===== config.mk =====
export PLATFORM = sky130hd
export DESIGN_NAME = mcb_burst_reader
export DESIGN_NICKNAME = d
export VERILOG_FILES = /design/src/rtl/mcb_rd_pkg.sv /design/src/rtl/mcb_rd_cmd_issuer.sv /design/src/rtl/mcb_burst_reader.sv
export SDC_FILE = /design/constraint.sdc
export NUM_CORES = 1
export LEC_CHECK = 0
export BUFFER_PORTS_ARGS = -buffer_cell sky130_fd_sc_hd__buf_4
export CAP_MARGIN = 20
export CORE_MARGIN = 5
export CORE_UTILIZATION = 52
export DETAILED_ROUTE_END_ITERATION = 12
export GPL_TIMING_DRIVEN = 0
export PLACE_DENSITY_LB_ADDON = 0.05
export SLEW_MARGIN = 0
export SYNTH_ARGS = -nofsm -noshare
export SYNTH_HDL_FRONTEND = slang
export SYNTH_SLANG_ARGS = --single-unit

===== constraint.sdc =====
create_clock -name clk_ddr_fifo -period 6.3 [get_ports clk_ddr_fifo]
set_clock_uncertainty 0.2 [all_clocks]
set_input_delay 1.26 -clock clk_ddr_fifo [delete_from_list [all_inputs] [get_ports clk_ddr_fifo]]
set_output_delay 1.26 -clock clk_ddr_fifo [all_outputs]
set_load 0.02 [all_outputs]

===== src/rtl/mcb_rd_pkg.sv =====
// Shared types and constants for the MCB port-1 burst read engine.
package mcb_rd_pkg;

    typedef enum logic [2:0] {
        StIdle,
        StCmd,
        StStream,
        StFlush,
        StFin
    } rd_state_e;

    localparam logic [2:0] MCB_INSTR_RD = 3'b001;

    localparam int unsigned DEF_BURST_LEN = 32;
    localparam int unsigned BURST_BYTES = DEF_BURST_LEN * 4;
    localparam int unsigned OUT_W = $clog2(2 * DEF_BURST_LEN) + 1;

    function automatic int unsigned burst_bytes(input int unsigned len);
        return len * 4;
    endfunction

    // Holds up to two full bursts of outstanding words.
    function automatic int unsigned out_width(input int unsigned len);
        return $clog2(2 * len) + 1;
    endfunction

endpackage


===== src/rtl/mcb_rd_cmd_issuer.sv =====
// Read-command issuer: burst address, bursts-left-to-issue count, and a
// single-cycle command strobe that respects the MCB command FIFO full flag.
module mcb_rd_cmd_issuer
    import mcb_rd_pkg::*;
#(
    parameter int unsigned ADDR_W    = 30,
    parameter int unsigned BURST_LEN = DEF_BURST_LEN,
    parameter int unsigned CNT_W     = 16
) (
    input  logic              clk_i,
    input  logic              rst_ni,
    input  logic              load_i,
    input  logic [ADDR_W-1:0] start_addr_i,
    input  logic [CNT_W-1:0]  num_bursts_i,
    input  logic              issue_req_i,
    input  logic              cmd_full_i,
    output logic              cmd_en_o,
    output logic [ADDR_W-1:0] cmd_addr_o,
    output logic [CNT_W-1:0]  remaining_o
);

    localparam logic [ADDR_W-1:0] StepBytes = ADDR_W'(burst_bytes(BURST_LEN));

    logic [ADDR_W-1:0] addr_q, addr_d;
    logic [CNT_W-1:0]  remaining_q, remaining_d;
    logic              armed_q, armed_d;

    // armed_q delays the strobe by one cycle after a request appears.
    assign cmd_en_o    = issue_req_i & armed_q & ~cmd_full_i;
    assign cmd_addr_o  = addr_q;
    assign remaining_o = remaining_q;

    always_comb begin
        addr_d      = addr_q;
        remaining_d = remaining_q;
        armed_d     = armed_q;
        if (load_i) begin
            addr_d      = {start_addr_i[ADDR_W-1:7], 7'b0};
            remaining_d = num_bursts_i;
            armed_d     = 1'b0;
        end else begin
            armed_d = issue_req_i & ~cmd_en_o;
            if (cmd_en_o) begin
                addr_d      = addr_q + StepBytes;
                remaining_d = remaining_q - 1'b1;
            end
        end
    end

    always_ff @(posedge clk_i or negedge rst_ni) begin
        if (!rst_ni) begin
            addr_q      <= '0;
            remaining_q <= '0;
            armed_q     <= 1'b0;
        end else begin
            addr_q      <= addr_d;
            remaining_q <= remaining_d;
            armed_q     <= armed_d;
        end
    end

endmodule


===== src/rtl/mcb_burst_reader.sv =====
// Autonomous MCB port-1 burst reader feeding a valid/ready word stream.
// Define MCB_RD_PREFETCH_EN to allow a second read command while a burst streams.
module mcb_burst_reader
    import mcb_rd_pkg::*;
#(
    parameter int unsigned ADDR_W    = 30,
    parameter int unsigned BURST_LEN = DEF_BURST_LEN,
    parameter int unsigned CNT_W     = 16
) (
    input  logic              clk_ddr_fifo,
    input  logic              sys_rst_n,
    input  logic              calib_done,
    input  logic              start,
    input  logic              abort,
    input  logic [ADDR_W-1:0] start_addr,
    input  logic [CNT_W-1:0]  num_bursts,
    output logic              busy,
    output logic              done,
    output logic              error,
    output logic              p1_cmd_en,
    output logic [2:0]        p1_cmd_instr,
    output logic [5:0]        p1_cmd_bl,
    output logic [ADDR_W-1:0] p1_cmd_byte_addr,
    input  logic              p1_cmd_full,
    output logic              p1_rd_en,
    input  logic [31:0]       p1_rd_data,
    input  logic              p1_rd_empty,
    input  logic              p1_rd_overflow,
    output logic [31:0]       m_data,
    output logic              m_valid,
    input  logic              m_ready
);

    localparam int unsigned OutW = out_width(BURST_LEN);
    localparam int unsigned WcW  = $clog2(BURST_LEN);
    localparam logic [OutW-1:0] BurstWords = OutW'(BURST_LEN);
    localparam logic [WcW-1:0]  LastWord   = WcW'(BURST_LEN - 1);

    rd_state_e         state_q, state_d;
    logic [WcW-1:0]    word_cnt_q, word_cnt_d;
    logic [OutW-1:0]   out_q, out_d;
    logic              error_q, error_d;

    logic              accept;
    logic              stop;
    logic              issue_req;
    logic [CNT_W-1:0]  remaining;

    assign accept = (state_q == StIdle) & start & calib_done;
    assign stop   = abort | p1_rd_overflow | ~calib_done;

`ifdef MCB_RD_PREFETCH_EN
    // Second command only while at most one burst is still in flight.
    assign issue_req = (state_q == StCmd) |
                       ((state_q == StStream) & (remaining != '0) & (out_q <= BurstWords));
`else
    assign issue_req = (state_q == StCmd);
`endif

    mcb_rd_cmd_issuer #(
        .ADDR_W   (ADDR_W),
        .BURST_LEN(BURST_LEN),
        .CNT_W    (CNT_W)
    ) u_issuer (
        .clk_i       (clk_ddr_fifo),
        .rst_ni      (sys_rst_n),
        .load_i      (accept),
        .start_addr_i(start_addr),
        .num_bursts_i(num_bursts),
        .issue_req_i (issue_req),
        .cmd_full_i  (p1_cmd_full),
        .cmd_en_o    (p1_cmd_en),
        .cmd_addr_o  (p1_cmd_byte_addr),
        .remaining_o (remaining)
    );

    assign p1_cmd_instr = MCB_INSTR_RD;
    assign p1_cmd_bl    = 6'(BURST_LEN - 1);
    assign error        = error_q;

    // Outstanding words: a strobe in the same cycle as an abort still counts.
    always_comb begin
        out_d = out_q + (p1_cmd_en ? BurstWords : '0) - OutW'(p1_rd_en);
        if (accept) begin
            out_d = '0;
        end
    end

    always_comb begin
        word_cnt_d = word_cnt_q;
        if (accept) begin
            word_cnt_d = '0;
        end else if ((state_q == StStream) && p1_rd_en) begin
            word_cnt_d = (word_cnt_q == LastWord) ? '0 : word_cnt_q + 1'b1;
        end
    end

    always_comb begin
        error_d = error_q;
        if (accept) begin
            error_d = 1'b0;
        end else if ((state_q != StIdle) && (p1_rd_overflow || !calib_done)) begin
            error_d = 1'b1;
        end
    end

    always_ff @(posedge clk_ddr_fifo or negedge sys_rst_n) begin
        if (!sys_rst_n) begin
            state_q    <= StIdle;
            word_cnt_q <= '0;
            out_q      <= '0;
            error_q    <= 1'b0;
        end else begin
            state_q    <= state_d;
            word_cnt_q <= word_cnt_d;
            out_q      <= out_d;
            error_q    <= error_d;
        end
    end

    always_comb begin
        state_d = state_q;
        unique case (state_q)
            StIdle: begin
                if (accept) begin
                    state_d = (num_bursts == '0) ? StFin : StCmd;
                end
            end
            StCmd: begin
                if (stop) begin
                    state_d = StFlush;
                end else if (p1_cmd_en) begin
                    state_d = StStream;
                end
            end
            StStream: begin
                if (stop) begin
                    state_d = StFlush;
                end else if (p1_rd_en && (word_cnt_q == LastWord) && (out_d == '0)) begin
                    state_d = (remaining != '0) ? StCmd : StFin;
                end
            end
            StFlush: begin
                if (out_q == '0) begin
                    state_d = StFin;
                end
            end
            StFin:   state_d = StIdle;
            default: state_d = StIdle;
        endcase
    end

    always_comb begin
        busy     = (state_q != StIdle);
        done     = (state_q == StFin);
        m_valid  = 1'b0;
        m_data   = '0;
        p1_rd_en = 1'b0;
        unique case (state_q)
            StStream: begin
                m_valid  = ~p1_rd_empty;
                m_data   = p1_rd_data;
                p1_rd_en = ~p1_rd_empty & m_ready;
            end
            StFlush: begin
                p1_rd_en = ~p1_rd_empty & (out_q != '0);
            end
            default: begin
                m_valid = 1'b0;
            end
        endcase
    end

endmodule


; ---- Word level (Yosys, flattened, before mapping)
; Index checks and enable logic that the tools add are counted.
[word_totals]
mem_bits_ro = 0
latchBits = 0
mem_bits_rw = 0
reg_bits = 63
output_inout_bits = 77
memories = 0
inputBits = 87
[classes]
magnitude_cmp = 0
reduce_logical = 17
n_mux = 24
shift = 0
n_eq_ne = 9
mul = 0
n_div = 0
n_addsub = 5
bitwise = 13
[ops]
columns = cell, n
row1 = 30-bit two-way mux, 2
row2 = 16-bit two-way mux, 2
row3 = 32-bit two-way mux, 1
row4 = "30-bit by 8-bit adder with 30-bit output, second input constant", 1
row5 = 3-bit two-way mux, 8
row6 = 16-bit logical NOT, 1
row7 = 16-bit nonzero test, 1
row8 = "16-bit by 1-bit subtractor with 16-bit output, second input constant", 1
row9 = 5-bit two-way mux, 3
row10 = 7-bit logical NOT, 2
row11 = 3-bit case mux with 4 select lines, 1
row12 = 7-bit by 6-bit adder with 7-bit output, 1
row13 = 1-bit AND, 7
row14 = 7-bit two-way mux, 1
row15 = 7-bit nonzero test, 1
row16 = 7-bit by 1-bit subtractor with 7-bit output, 1
row17 = "3-bit by 2-bit equality test with 1-bit output, second input constant", 2
row18 = 6-bit two-way mux, 1
row19 = 2-bit nonzero test, 3
row20 = "5-bit by 1-bit adder with 5-bit output, second input constant", 1
row21 = "5-bit equality test, second input constant", 1
row22 = 1-bit logical AND, 4
row23 = 1-bit two-way mux, 4
row24 = "2-bit inequality test, second input constant", 2
row25 = other kinds (12), 16

; ---- Depth between registers and ports, before layout
; Gate-level depths: netlist of run 1.
[logic_depth]
depth_word = 12
ltp_mapped = 17
mapped_depth_nobuf = 17

; ---- Cells and area by module
; A second synthesis of run 1 with hierarchy kept.
[hier_totals]
cells_unflattened = 443
area_unflattened_um2 = 3838.7
[by_module_without_submodules]
columns = mod, seq_area_each_um2, instances, cells_per_inst, area_each_um2
row1 = mcb_rd_cmd_issuer, 1001.0, 1, 264, 2361.0
row2 = mcb_burst_reader, 400.4, 1, 179, 1477.7

; ---- Worst setup path after synthesis of run 1
; No wires, ideal clock.
[synth_timing]
path_kind = input to register
startpoint = input port p1_cmd_full
endpoint = register state_q[0]
slack_ns = 1.603
setup_time_ns = 0.125
n_path_buf = 2
t_arrival_ns = 4.372
stages = 13
cell_sequence = or4b_1 or2_1 buf_6 clkbuf_1 ha_1 inv_1 ha_1 nand2_1 or3_1 nand3_1 or3b_2 o211ai_1 mux2_2
[synth_via]
elab_chain_cells = 10
elab_cells_between_ends = 11
[synth_lines]
columns = item, line
row1 = "start, declared", mcb_burst_reader.sv:24  ; input logic p1_cmd_full,
row2 = 1-bit inverter (*), mcb_rd_cmd_issuer.sv:29  ; assign cmd_en_o = issue_req_i & armed_q & ~cmd_full_i;
row3 = 1-bit AND (*), mcb_rd_cmd_issuer.sv:29
row4 = 6-bit two-way mux, mcb_burst_reader.sv:83  ; out_d = out_q + (p1_cmd_en ? BurstWords : '0) - OutW'(p1_rd_en);
row5 = 7-bit by 6-bit adder with 7-bit output, mcb_burst_reader.sv:83
row6 = 7-bit by 1-bit subtractor with 7-bit output, mcb_burst_reader.sv:83
row7 = 7-bit two-way mux, mcb_burst_reader.sv:84  ; if (accept) begin
row8 = 7-bit logical NOT, mcb_burst_reader.sv:139  ; end else if (p1_rd_en && (word_cnt_q == LastWord) && (out_d == '0)) begin
row9 = 1-bit logical AND, mcb_burst_reader.sv:139
row10 = 3-bit by 2-bit inequality test with 1-bit output (no line), n/a
row11 = 4-bit AND reduction (no line) (*), n/a
row12 = "end signal, assigned", mcb_burst_reader.sv:109  ; state_q <= StIdle;
row13 = "end signal, assigned", mcb_burst_reader.sv:114  ; state_q <= state_d;
row14 = "end, declared", mcb_burst_reader.sv:39  ; rd_state_e state_q, state_d;
; Every way passes the cells marked *; elsewhere a longest branch is shown, timed or not.
; A chain may end at the register's enable or synchronous reset.

; ---- Final worst setup path of run 1
; Same ends and word-level chain as after synthesis.

==> qor.txt, run 1 <==
Synth Cell Area: 3720 sq um
CTS Buffer Depth: 2
share of layout cells above drive strength 1: 0.301
Max Cap Viol: 0
Worst EP arrival: 4.86 ns
Clock power frac: 0.116
WL/cell: 16.3 microns
Synth async-reset ratio: 1.00
area of the die: 8940 sq um
YS warnings: 0
via/cell ratio: 5.60
relative slew slack: 0.525
Initial Utilization: 0.541
core area: 6870 sq um
Syn Inst Count: 441
Die H: 94.6 microns
synth top area cells: dfrtp_1 38%, and2_1 6.1%, nand2_1 5.6%, o21ai_0 4.7%, ha_1 4.0%
WL final: 11400 microns
diode count: 0
grt ovf: 0
global-route wire length before repair: 17900 microns
vias in the first global route: 3827
final hold slack: 0.333 ns
CP Data Required Time: 6.31 ns
VDD IR max: 0.000229 V
fmax: 206 MHz
worst hold path class: flip-flop to flip-flop
post-cts repair resize count: 0
RePlAce Congestion: 0.859
clock-pin slew on the worst setup and hold paths: 0.10 ns
sw frac: 0.453
Slowest-stage cell, CP: or4b_1
Placement Rows: 30
Max Slew Vio Count: 0
Pwr Density: 427 nW/um^2
RSZ-0062 raised after global routing: no
WP buf/inv: 4
largest net degree at the start of global routing: 57
number of synthesized flops with an enable pin: 0
type of destination of the critical path: flip-flop
Worst Tran Pin Value: 0.712 ns
Pre-Repair DR Iteration Count: 5
number of remaining DRC errors: 0
CP delay by family, top: simple AND/OR/NAND/NOR gates
final hold vios: 0
post-synth top area share: 0.377
vias: 3917
post-DP HPWL: 8910 microns
crit path max fanout: 10
IO buf count: 140
Synth Flop Type: dfrtp_1
critical path type: input pin to flip-flop
Yosys cell types: 58
internal power: 0.00118 W
IO Count: 164
Final ANT Viol Nets: 0
synthesized flop and latch total: 56
CTS H-tree lvls: 2
Total GRT Usage: 0.252
syn avg cell area: 8.43 sq um
Setup-failing EPs final: 0
Post-CTS Setup Bufs: 0
number of DRC markers in iteration 0: 268
leakage power: 2.39 nW
Synth top cells by count: 56 x dfrtp_1, 55 x nand2_1, 36 x and2_1, 35 x o21ai_0, 34 x nor2_1
most used cell along the critical path: ha_1
status: finished clean
post-synth top area cell: dfrtp_1
most common cell in the synthesized netlist: dfrtp_1
Die W: 94.6 microns
Hold-fix buffers, CTS: 0
Clock Latency Late Sink: 0.32 ns
Sequential Power Share: 0.326
startpoint types: input pin
sequential fraction of the synthesis area: 0.377
min Tclk post-route: 4.85 ns
Root Buffer: clkbuf_8
Net Sw Power: 0.000981 W
Comb pwr share: 0.558
Syn-to-layout area delta: 36.3%
CTS tree: yes
initial antenna violation count: 0
Sink Count: 56
setup TNS: 0 ns
critical path, cell by cell: buf_4, or4b_1, or2_1, buf_6, clkbuf_1, ha_1, inv_1, ha_1, nand2_1, or3_1, nand3_1, or3b_2, o211ai_1, mux2_2
CTS Buf Count: 5
slowest stage delay, CP: 0.49 ns
period utilisation layout: 0.769
Final Net Count: 703
==> metrics by stage <==
step,cell area (sq um),setup slack (ns),utilization,total power [W],instances
final,5070,1.45,0.738,0.00217,700
after global routing,5070,1.27,0.738,0.00233,700
after CTS,5060,1.45,0.737,0.00216,699
after detailed placement,4940,1.12,0.719,0.00191,691
after global placement,4940,1.15,0.719,0.00185,691
after floorplan,3770,1.60,-,0.00146,455
==> registers in the layout, indices dropped and copies added (netlist names) <==
| register | cells |
|---|---|
| error | 1 |
| u_issuer.cmd_addr_o | 23 |
| word_cnt_q | 5 |
| u_issuer.armed_q | 1 |
| u_issuer.remaining_o | 16 |
| out_q | 7 |
| state_q | 3 |
==> worst reg2reg max path, delay by kind of cell (launching register included) <==
family / cells / cell delay, ns
AND/OR/NAND/NOR: 5 / 1.68
adder cells (fa/ha/maj): 4 / 0.95
AO/OA/AOI/OAI: 3 / 0.49
flip-flops: 1 / 0.42
buffers and inverters: 4 / 0.29
XOR/XNOR: 1 / 0.24
==> cells in the final DEF, fill, tap and decap left out, types with 3 or more instances in the layout <==
master    instances
inv_1            18
o211ai_1          7
nand3_1          13
clkbuf_8          6
nor4_1            8
and3_1            7
dfrtp_1          56
nor2_1           34
nand2b_1          6
buf_4           156
o21ai_0          35
a221o_1           6
or4_1             5
or3_1             6
clkbuf_1         11
xnor2_1           7
nor3b_1           6
a31oi_1           6
nand2_1          55
xor2_1            3
and2_1           36
ha_1             12
conb_1           16
or2_2             3
a21oi_1          16
nor3_1           12
o311ai_0         10
nand4_1           3
buf_2             3
and4_1            3
==> per-layer routing <==
layer | vias to the layer above | GRT usage | part of all wire
li1 | 1864 | - | -
met1 | 1842 | 0.324 | 0.40
met2 | 192 | 0.437 | 0.51
met3 | 19 | 0.0430 | 0.074
met4 | 0 | 0.0685 | 0.015
met5 | - | 0 | 0
==> layout make-up <==
type / instances / area, sq um
Buffer: 33 / 195
Clock buffer: 6 / 82.6
Clock inverter: 2 / 38.8
Fill cell: 558 / 1800
Inverter: 19 / 76.3
Multi-Input combinational cell: 347 / 2100
Sequential cell: 56 / 1400
Tap cell: 96 / 120
Timing Repair Buffer: 141 / 1060
==> worst paths after layout <==
kind                                  start  cells after the start                 endpoint  slack (ns)
worst min-delay path                  error                      2                    error        0.33
worst min register to register        error                      2                    error        0.33
min in group asynchronous         sys_rst_n                      1  u_issuer.cmd_addr_o[18]        0.78
max in group asynchronous         sys_rst_n                      1         u_issuer.armed_q        4.63
worst max register to register     out_q[2]                     17               state_q[1]        1.91
worst max-delay path            p1_cmd_full                     14               state_q[0]        1.45
==> cell families after synthesis <==
| logic type | share of synthesized area |
|---|---|
| buffers and inverters | 0.0730 |
| multiplexers | 0.00875 |
| other | 0.00202 |
| adder cells (fa/ha/maj) | 0.0458 |
| AND/OR/NAND/NOR | 0.295 |
| XOR/XNOR | 0.0236 |
| flip-flops | 0.377 |
| AO/OA/AOI/OAI | 0.175 |
==> power groups by stage <==
| stage | clock network, W | registers (W) | logic [W] |
|---|---|---|---|
| 6_report | 0.000252 | 0.000705 | 0.00121 |
| 5_1_grt | 0.000272 | 0.000730 | 0.00133 |
| 4_1_cts | 0.000256 | 0.000699 | 0.00121 |
| 3_5_place_dp | 0 | 0.000704 | 0.00120 |
| 3_3_place_gp | 0 | 0.000696 | 0.00116 |
| 2_1_floorplan | 0 | 0.000752 | 0.000708 |
No activity file was read; power rests on OpenSTA's default activity.
==> run 2, diff against run 1 <==
--- a/config.mk
+++ b/config.mk
@@ -8,7 +8,7 @@
 export BUFFER_PORTS_ARGS = -buffer_cell sky130_fd_sc_hd__buf_4
 export CAP_MARGIN = 20
 export CORE_MARGIN = 5
-export CORE_UTILIZATION = 52
+export CORE_UTILIZATION = 43
 export DETAILED_ROUTE_END_ITERATION = 12
 export GPL_TIMING_DRIVEN = 0
 export PLACE_DENSITY_LB_ADDON = 0.05
==> constraint.sdc (replaced) <==
create_clock -name clk_ddr_fifo -period 4.34 [get_ports clk_ddr_fifo]
set_clock_uncertainty 0.2 [all_clocks]
set_input_delay 0.868 -clock clk_ddr_fifo [delete_from_list [all_inputs] [get_ports clk_ddr_fifo]]
set_output_delay 0.868 -clock clk_ddr_fifo [all_outputs]
set_load 0.02 [all_outputs]
==> run 2 against run 1 <==
Worst hold slack got worse by 0.013 ns. Register-to-register slack worse by 1.7 ns. Non-clock buffer count is 1 higher. Sequential power is 46% higher. Largest cell class unchanged. Die area increased by 19%. Critical endpoint is now state_q[1]. Largest power group unchanged. Combinational power grew 48%. Clock power is 40% higher. First-iteration DRC count is 52% lower.
==> qor.txt, run 2 (synthesis results as in run 1) <==
Largest register FFs: 23 (unchanged)
type of destination of the critical path: flip-flop (unchanged)
Placement Rows: 34 (was 30)
fin util: 0.595 (was 0.738)
RSZ-0062 raised after global routing: no (unchanged)
WL/cell: 16.0 microns (was 16.3 microns)
Hold Path Cell Cnt: 2 (unchanged)
CP Data Required Time: 4.34 ns (was 6.31 ns)
Pwr Density: 620 nW/um^2 (was 427 nW/um^2)
Final ANT Viol Nets: 0 (unchanged)
Worst Hold Launch: u_issuer.remaining_o[8] (was error)
diode count: 0 (unchanged)
Slowest-stage cell, CP: or4b_4 (was or4b_1)
WP buf/inv: 4 (unchanged)
register-to-register setup slack: 0.22 ns (was 1.91 ns)
critical path type: flip-flop to flip-flop (was input pin to flip-flop)
Net Sw Power: 0.00144 W (was 0.000981 W)
vias: 3789 (was 3917)
min Tclk post-route: 4.12 ns
crit path max fanout: 3 (was 10)
Final Net Count: 704 (was 703)
Clock power frac: 0.112 (was 0.116)
Finished Layout Cells: 713 (was 700)
IO Count: 164 (unchanged)
most frequent cells in the layout: 158 x buf_4, 56 x dfrtp_1, 55 x nand2_1 (was 156 x buf_4, 56 x dfrtp_1, 55 x nand2_1)
setup TNS: 0 ns (unchanged)
global-route wire length before repair: 17700 microns (was 17900 microns)
Syn-to-layout area delta: 37.6% (was 36.3%)
VDD IR max: 0.000282 V (was 0.000229 V)
RePlAce Congestion: 0.832 (was 0.859)
relative slew slack: 0.503 (was 0.525)
period utilisation layout: 0.949
CP delay by family, top: simple AND/OR/NAND/NOR gates (unchanged)
vias in the first global route: 3757 (was 3827)
internal power: 0.00173 W (was 0.00118 W)
most used cell along the critical path: inv_1 (was ha_1)
Sink Count: 56 (unchanged)
CTS tree: yes (unchanged)
Sequential Power Share: 0.324 (was 0.326)
Worst Tran Pin Value: 0.745 ns (was 0.712 ns)
cells on worst reg2reg path: 17 (unchanged)
critical path, cell by cell: inv_1, ha_1, or4b_4, nor3_4, a2111o_1, inv_1, ha_1, inv_1, ha_1, inv_1, fa_2, xnor2_2, and4b_1, o21ai_0, nor4_1, a21oi_1, or3_1 (was buf_4, or4b_1, or2_1, buf_6, clkbuf_1, ha_1, inv_1, ha_1, nand2_1, or3_1, nand3_1, or3b_2, o211ai_1, mux2_2)
# placed instances: 703 (was 691)
Max Slew Vio Count: 0 (unchanged)
clock-pin slew on the worst setup and hold paths: 0.11 ns (was 0.10 ns)
CTS Buffer Depth: 2 (unchanged)
largest net degree at the start of global routing: 57 (unchanged)
Pre-Repair DR Iteration Count: 4 (was 5)
final hold slack: 0.320 ns (was 0.333 ns)
IO buf count: 140 (unchanged)
commonest non-fill, non-tap cell in the layout: buf_4 (unchanged)
Setup-failing EPs final: 0 (unchanged)
initial antenna violation count: 0 (unchanged)
FILL cells: 812 (was 558)
slowest stage delay, CP: 0.47 ns (was 0.49 ns)
Root Buffer: clkbuf_8 (unchanged)
share of layout cells above drive strength 1: 0.311 (was 0.301)
reg2reg end: state_q[1] (unchanged)
CTS Buf Count: 5 (unchanged)
leakage power: 2.40 nW (was 2.39 nW)
WL final: 11400 microns (about the same)
number of remaining DRC errors: 0 (unchanged)
Total GRT Usage: 0.209 (was 0.252)
Final WS setup: 0.222 ns (was 1.45 ns)
hold endpoint: u_issuer.remaining_o[8] (was error)
core area: 8590 sq um (was 6870 sq um)
final hold vios: 0 (unchanged)
area of the die: 10600 sq um (was 8940 sq um)
Max Cap Viol: 0 (unchanged)
post-DP HPWL: 8810 microns (was 8910 microns)
sw frac: 0.454 (was 0.453)
Initial Utilization: 0.433 (was 0.541)
status: finished clean (unchanged)
pre-CTS WS: -0.406 ns (was 1.12 ns)
Die W: 103 microns (was 94.6 microns)
reg2reg start: out_q[2] (unchanged)
grt ovf: 0 (unchanged)
Clock Latency Late Sink: 0.31 ns (was 0.32 ns)
CTS H-tree lvls: 2 (unchanged)
startpoint types: flip-flop (was input pin)
Comb pwr share: 0.564 (was 0.558)
Worst EP arrival: 4.11 ns (was 4.86 ns)
Die H: 103 microns (was 94.6 microns)
number of DRC markers in iteration 0: 129 (was 268)
worst hold path class: flip-flop to flip-flop (unchanged)
via/cell ratio: 5.31 (was 5.60)
fmax: 243 MHz
Hold-fix buffers, CTS: 0 (unchanged)
[run 2: worst register-to-register path, cell delays in order, from the launching register on]
cell	delay, ns
dfrtp_1	0.42
inv_1	0.09
ha_1	0.15
or4b_4	0.47
nor3_4	0.21
a2111o_1	0.20
inv_1	0.08
ha_1	0.19
inv_1	0.05
ha_1	0.18
inv_1	0.07
fa_2	0.37
xnor2_2	0.16
and4b_1	0.20
o21ai_0	0.12
nor4_1	0.31
a21oi_1	0.14
or3_1	0.38
[run 2: repair_timing]
action,4_1_cts,5_1_grt
gates resized for setup,1,5
buffers inserted,0,2
endpoints found under the setup margin,2,2
pin swaps,0,4
[run 2: power groups by stage]
stage	combinational (W)	clock, W	sequential (W)
after detailed placement	0.00173	0	0.00103
after CTS	0.00173	0.000362	0.00102
after floorplan	0.00103	0	0.00109
after global routing	0.00198	0.000380	0.00107
after global placement	0.00169	0	0.00102
final	0.00179	0.000354	0.00103
[run 2: worst max path at each step]
stage                           start         end  slack, ns  cells past startpoint
after floorplan           p1_cmd_full  state_q[0]       0.03                     13
after global placement    p1_cmd_full  state_q[0]      -0.40                     14
after detailed placement  p1_cmd_full  state_q[0]      -0.41                     14
after CTS                    out_q[2]  state_q[1]       0.08                     17
after global routing         out_q[2]  state_q[1]       0.04                     17
final                        out_q[2]  state_q[1]       0.22                     17
[run 2: metrics by stage]
step | instance area, sq um | power, W
after global placement | 4960 | 0.00271
final | 5110 | 0.00317
after floorplan | 3770 | 0.00212
after detailed placement | 4960 | 0.00276
after CTS | 5070 | 0.00312
after global routing | 5110 | 0.00343
[run 2: area by class of cell]
cell class / count / area [sq um] / share of cell area
multi-input cells: 347 / 2130 / 0.416
flip-flops and latches: 56 / 1400 / 0.274
repair buffers: 143 / 1070 / 0.209
plain buffers: 32 / 191 / 0.0374
well taps: 108 / 135 / 0.0264
inverters: 19 / 76.3 / 0.0149
clock buffers: 5 / 68.8 / 0.0135
clock inverters: 3 / 42.5 / 0.00832
[run 2: per-layer routing]
layer / vias up / share of wire / routed length [microns] / track usage
li1: 1870 / - / - / -
met1: 1801 / 0.43 / 4880 / 0.288
met2: 102 / 0.51 / 5810 / 0.337
met3: 16 / 0.050 / 571 / 0.0311
met4: 0 / 0.015 / 174 / 0.0667
met5: - / 0 / 0 / 0
==> run 3, diff against run 2 <==
--- a/config.mk
+++ b/config.mk
@@ -11,7 +11,7 @@
 export CORE_UTILIZATION = 43
 export DETAILED_ROUTE_END_ITERATION = 12
 export GPL_TIMING_DRIVEN = 0
-export PLACE_DENSITY_LB_ADDON = 0.05
+export PLACE_DENSITY = 0.81
 export SLEW_MARGIN = 0
 export SYNTH_ARGS = -nofsm -noshare
 export SYNTH_HDL_FRONTEND = slang
==> run 3 against run 2 <==
Sequential power is essentially flat. Cell count is the same. Combinational power is essentially flat. Core utilization is essentially flat. Fmax shrank 2.5%. Clock power is essentially flat. Worst hold slack is essentially flat. First-iteration DRC count grew 130%. Global-route usage grew 0.27 points. Clock-buffer cell count is the same. Highest routed layer unchanged.
==> qor.txt, run 3 (synthesis results as in run 1) <==
status: finished clean (unchanged)
Largest register FFs: 23 (unchanged)
reg2reg start: out_q[3] (was out_q[2])
Max Slew Vio Count: 0 (unchanged)
final hold vios: 0 (unchanged)
area of the die: 10600 sq um (unchanged)
Syn-to-layout area delta: 37.5% (was 37.6%)
Root Buffer: clkbuf_8 (unchanged)
Worst EP arrival: 4.22 ns (was 4.11 ns)
Die W: 103 microns (unchanged)
RSZ-0062 raised after global routing: yes (was no)
commonest non-fill, non-tap cell in the layout: buf_4 (unchanged)
vias in the first global route: 3813 (was 3757)
WL/cell: 16.6 microns (was 16.0 microns)
Final Net Count: 704 (unchanged)
CTS Buffer Depth: 2 (unchanged)
vias: 3993 (was 3789)
min Tclk post-route: 4.22 ns (was 4.12 ns)
fin util: 0.595 (about the same)
relative slew slack: 0.516 (was 0.503)
Pwr Density: 624 nW/um^2 (was 620 nW/um^2)
number of DRC markers in iteration 0: 299 (was 129)
largest net degree at the start of global routing: 57 (unchanged)
clock-pin slew on the worst setup and hold paths: 0.10 ns (was 0.11 ns)
grt ovf: 0 (unchanged)
CP startpoint: out_q[3] (was out_q[2])
Sink Count: 56 (unchanged)
worst hold path class: flip-flop to flip-flop (unchanged)
global-route wire length before repair: 18100 microns (was 17700 microns)
final hold slack: 0.320 ns (about the same)
Worst Hold Launch: u_issuer.remaining_o[8] (unchanged)
Initial Utilization: 0.433 (unchanged)
RePlAce Congestion: 0.896 (was 0.832)
Total GRT Usage: 0.211 (was 0.209)
Finished Layout Cells: 713 (unchanged)
Die H: 103 microns (unchanged)
CTS H-tree lvls: 2 (unchanged)
most frequent cells in the layout: 158 x buf_4, 56 x dfrtp_1, 55 x nand2_1 (unchanged)
via/cell ratio: 5.60 (was 5.31)
share of layout cells above drive strength 1: 0.311 (unchanged)
initial antenna violation count: 0 (unchanged)
Placement Rows: 34 (unchanged)
register-to-register setup slack: 0.12 ns (was 0.22 ns)
diode count: 0 (unchanged)
Hold-fix buffers, CTS: 0 (unchanged)
critical path type: flip-flop to flip-flop (unchanged)
CP Data Required Time: 4.34 ns (about the same)
startpoint types: flip-flop (unchanged)
crit path max fanout: 3 (unchanged)
post-DP HPWL: 9200 microns (was 8810 microns)
VDD IR max: 0.000379 V (was 0.000282 V)
Final ANT Viol Nets: 0 (unchanged)
fmax: 237 MHz (was 243 MHz)
period utilisation layout: 0.973 (was 0.949)
IO Count: 164 (unchanged)
Pre-Repair DR Iteration Count: 5 (was 4)
Clock Latency Late Sink: 0.31 ns (about the same)
CTS tree: yes (unchanged)
overall power: 0.00319 W (was 0.00317 W)
WL final: 11900 microns (was 11400 microns)
Setup-failing EPs final: 0 (unchanged)
leakage power: 2.40 nW (about the same)
number of remaining DRC errors: 0 (unchanged)
Max Cap Viol: 0 (unchanged)
# placed instances: 703 (unchanged)
Worst Tran Pin Value: 0.726 ns (was 0.745 ns)
IO buf count: 140 (unchanged)
core area: 8590 sq um (unchanged)
CTS Buf Count: 5 (unchanged)
type of destination of the critical path: flip-flop (unchanged)
[run 3: stage by stage]
stage          setup WS, ns  TNS, ns  area [sq um]
6_report              0.117        0          5110
4_1_cts              0.0643        0          5070
3_3_place_gp         -0.408   -0.597          4960
2_1_floorplan        0.0350        0          3770
5_1_grt             -0.0457  -0.0814          5110
3_5_place_dp         -0.403   -0.616          4960
[run 3: critical path, cell delays in order (launching register included)]
cell	delay, ns
dfrtp_1	0.41
inv_1	0.09
ha_1	0.16
or4b_2	0.63
nor3_4	0.17
a2111o_1	0.21
inv_1	0.08
ha_1	0.19
inv_1	0.05
ha_1	0.18
inv_1	0.07
fa_2	0.38
o21bai_1	0.16
a211oi_1	0.09
a211oi_1	0.43
o41ai_2	0.14
o211ai_1	0.11
mux2_2	0.35
[run 3: power breakdown]
group | internal [W] | leakage [nW] | total (W) | switching, W
combinational | 0.000791 | 1.64 | 0.00180 | 0.00101
clock | 0.000171 | 0.0541 | 0.000353 | 0.000181
sequential | 0.000764 | 0.700 | 0.00103 | 0.000270
[run 3: what timing repair did]
item | CTS | global route
endpoints found under the setup margin | 2 | 3
gates resized for setup | 1 | 5
setup buffers | 0 | 2
pin swaps | 0 | 2
[run 3: routing by layer]
metal	part of all wire	track usage
met3	0.057	0.0264
met1	0.41	0.281
met5	0	0
met2	0.52	0.362
met4	0.010	0.0598
[run 3: area by class of cell]
class                           count  area [sq um]
Buffer                             32           191
Clock buffer                        5          68.8
Tap cell                          108           135
Multi-Input combinational cell    347          2130
Sequential cell                    56          1400
Timing Repair Buffer              143          1070
Fill cell                         784          3480
Inverter                           19          76.3
Clock inverter                      3          42.5
[run 3: final timing paths]
kind                                                end  depth (start not counted)
worst min-delay path            u_issuer.remaining_o[8]                          2
worst max register to register               state_q[0]                         17
worst min register to register  u_issuer.remaining_o[8]                          2
max in group asynchronous       u_issuer.remaining_o[7]                          1
worst max-delay path                         state_q[0]                         17
min in group asynchronous       u_issuer.cmd_addr_o[29]                          1
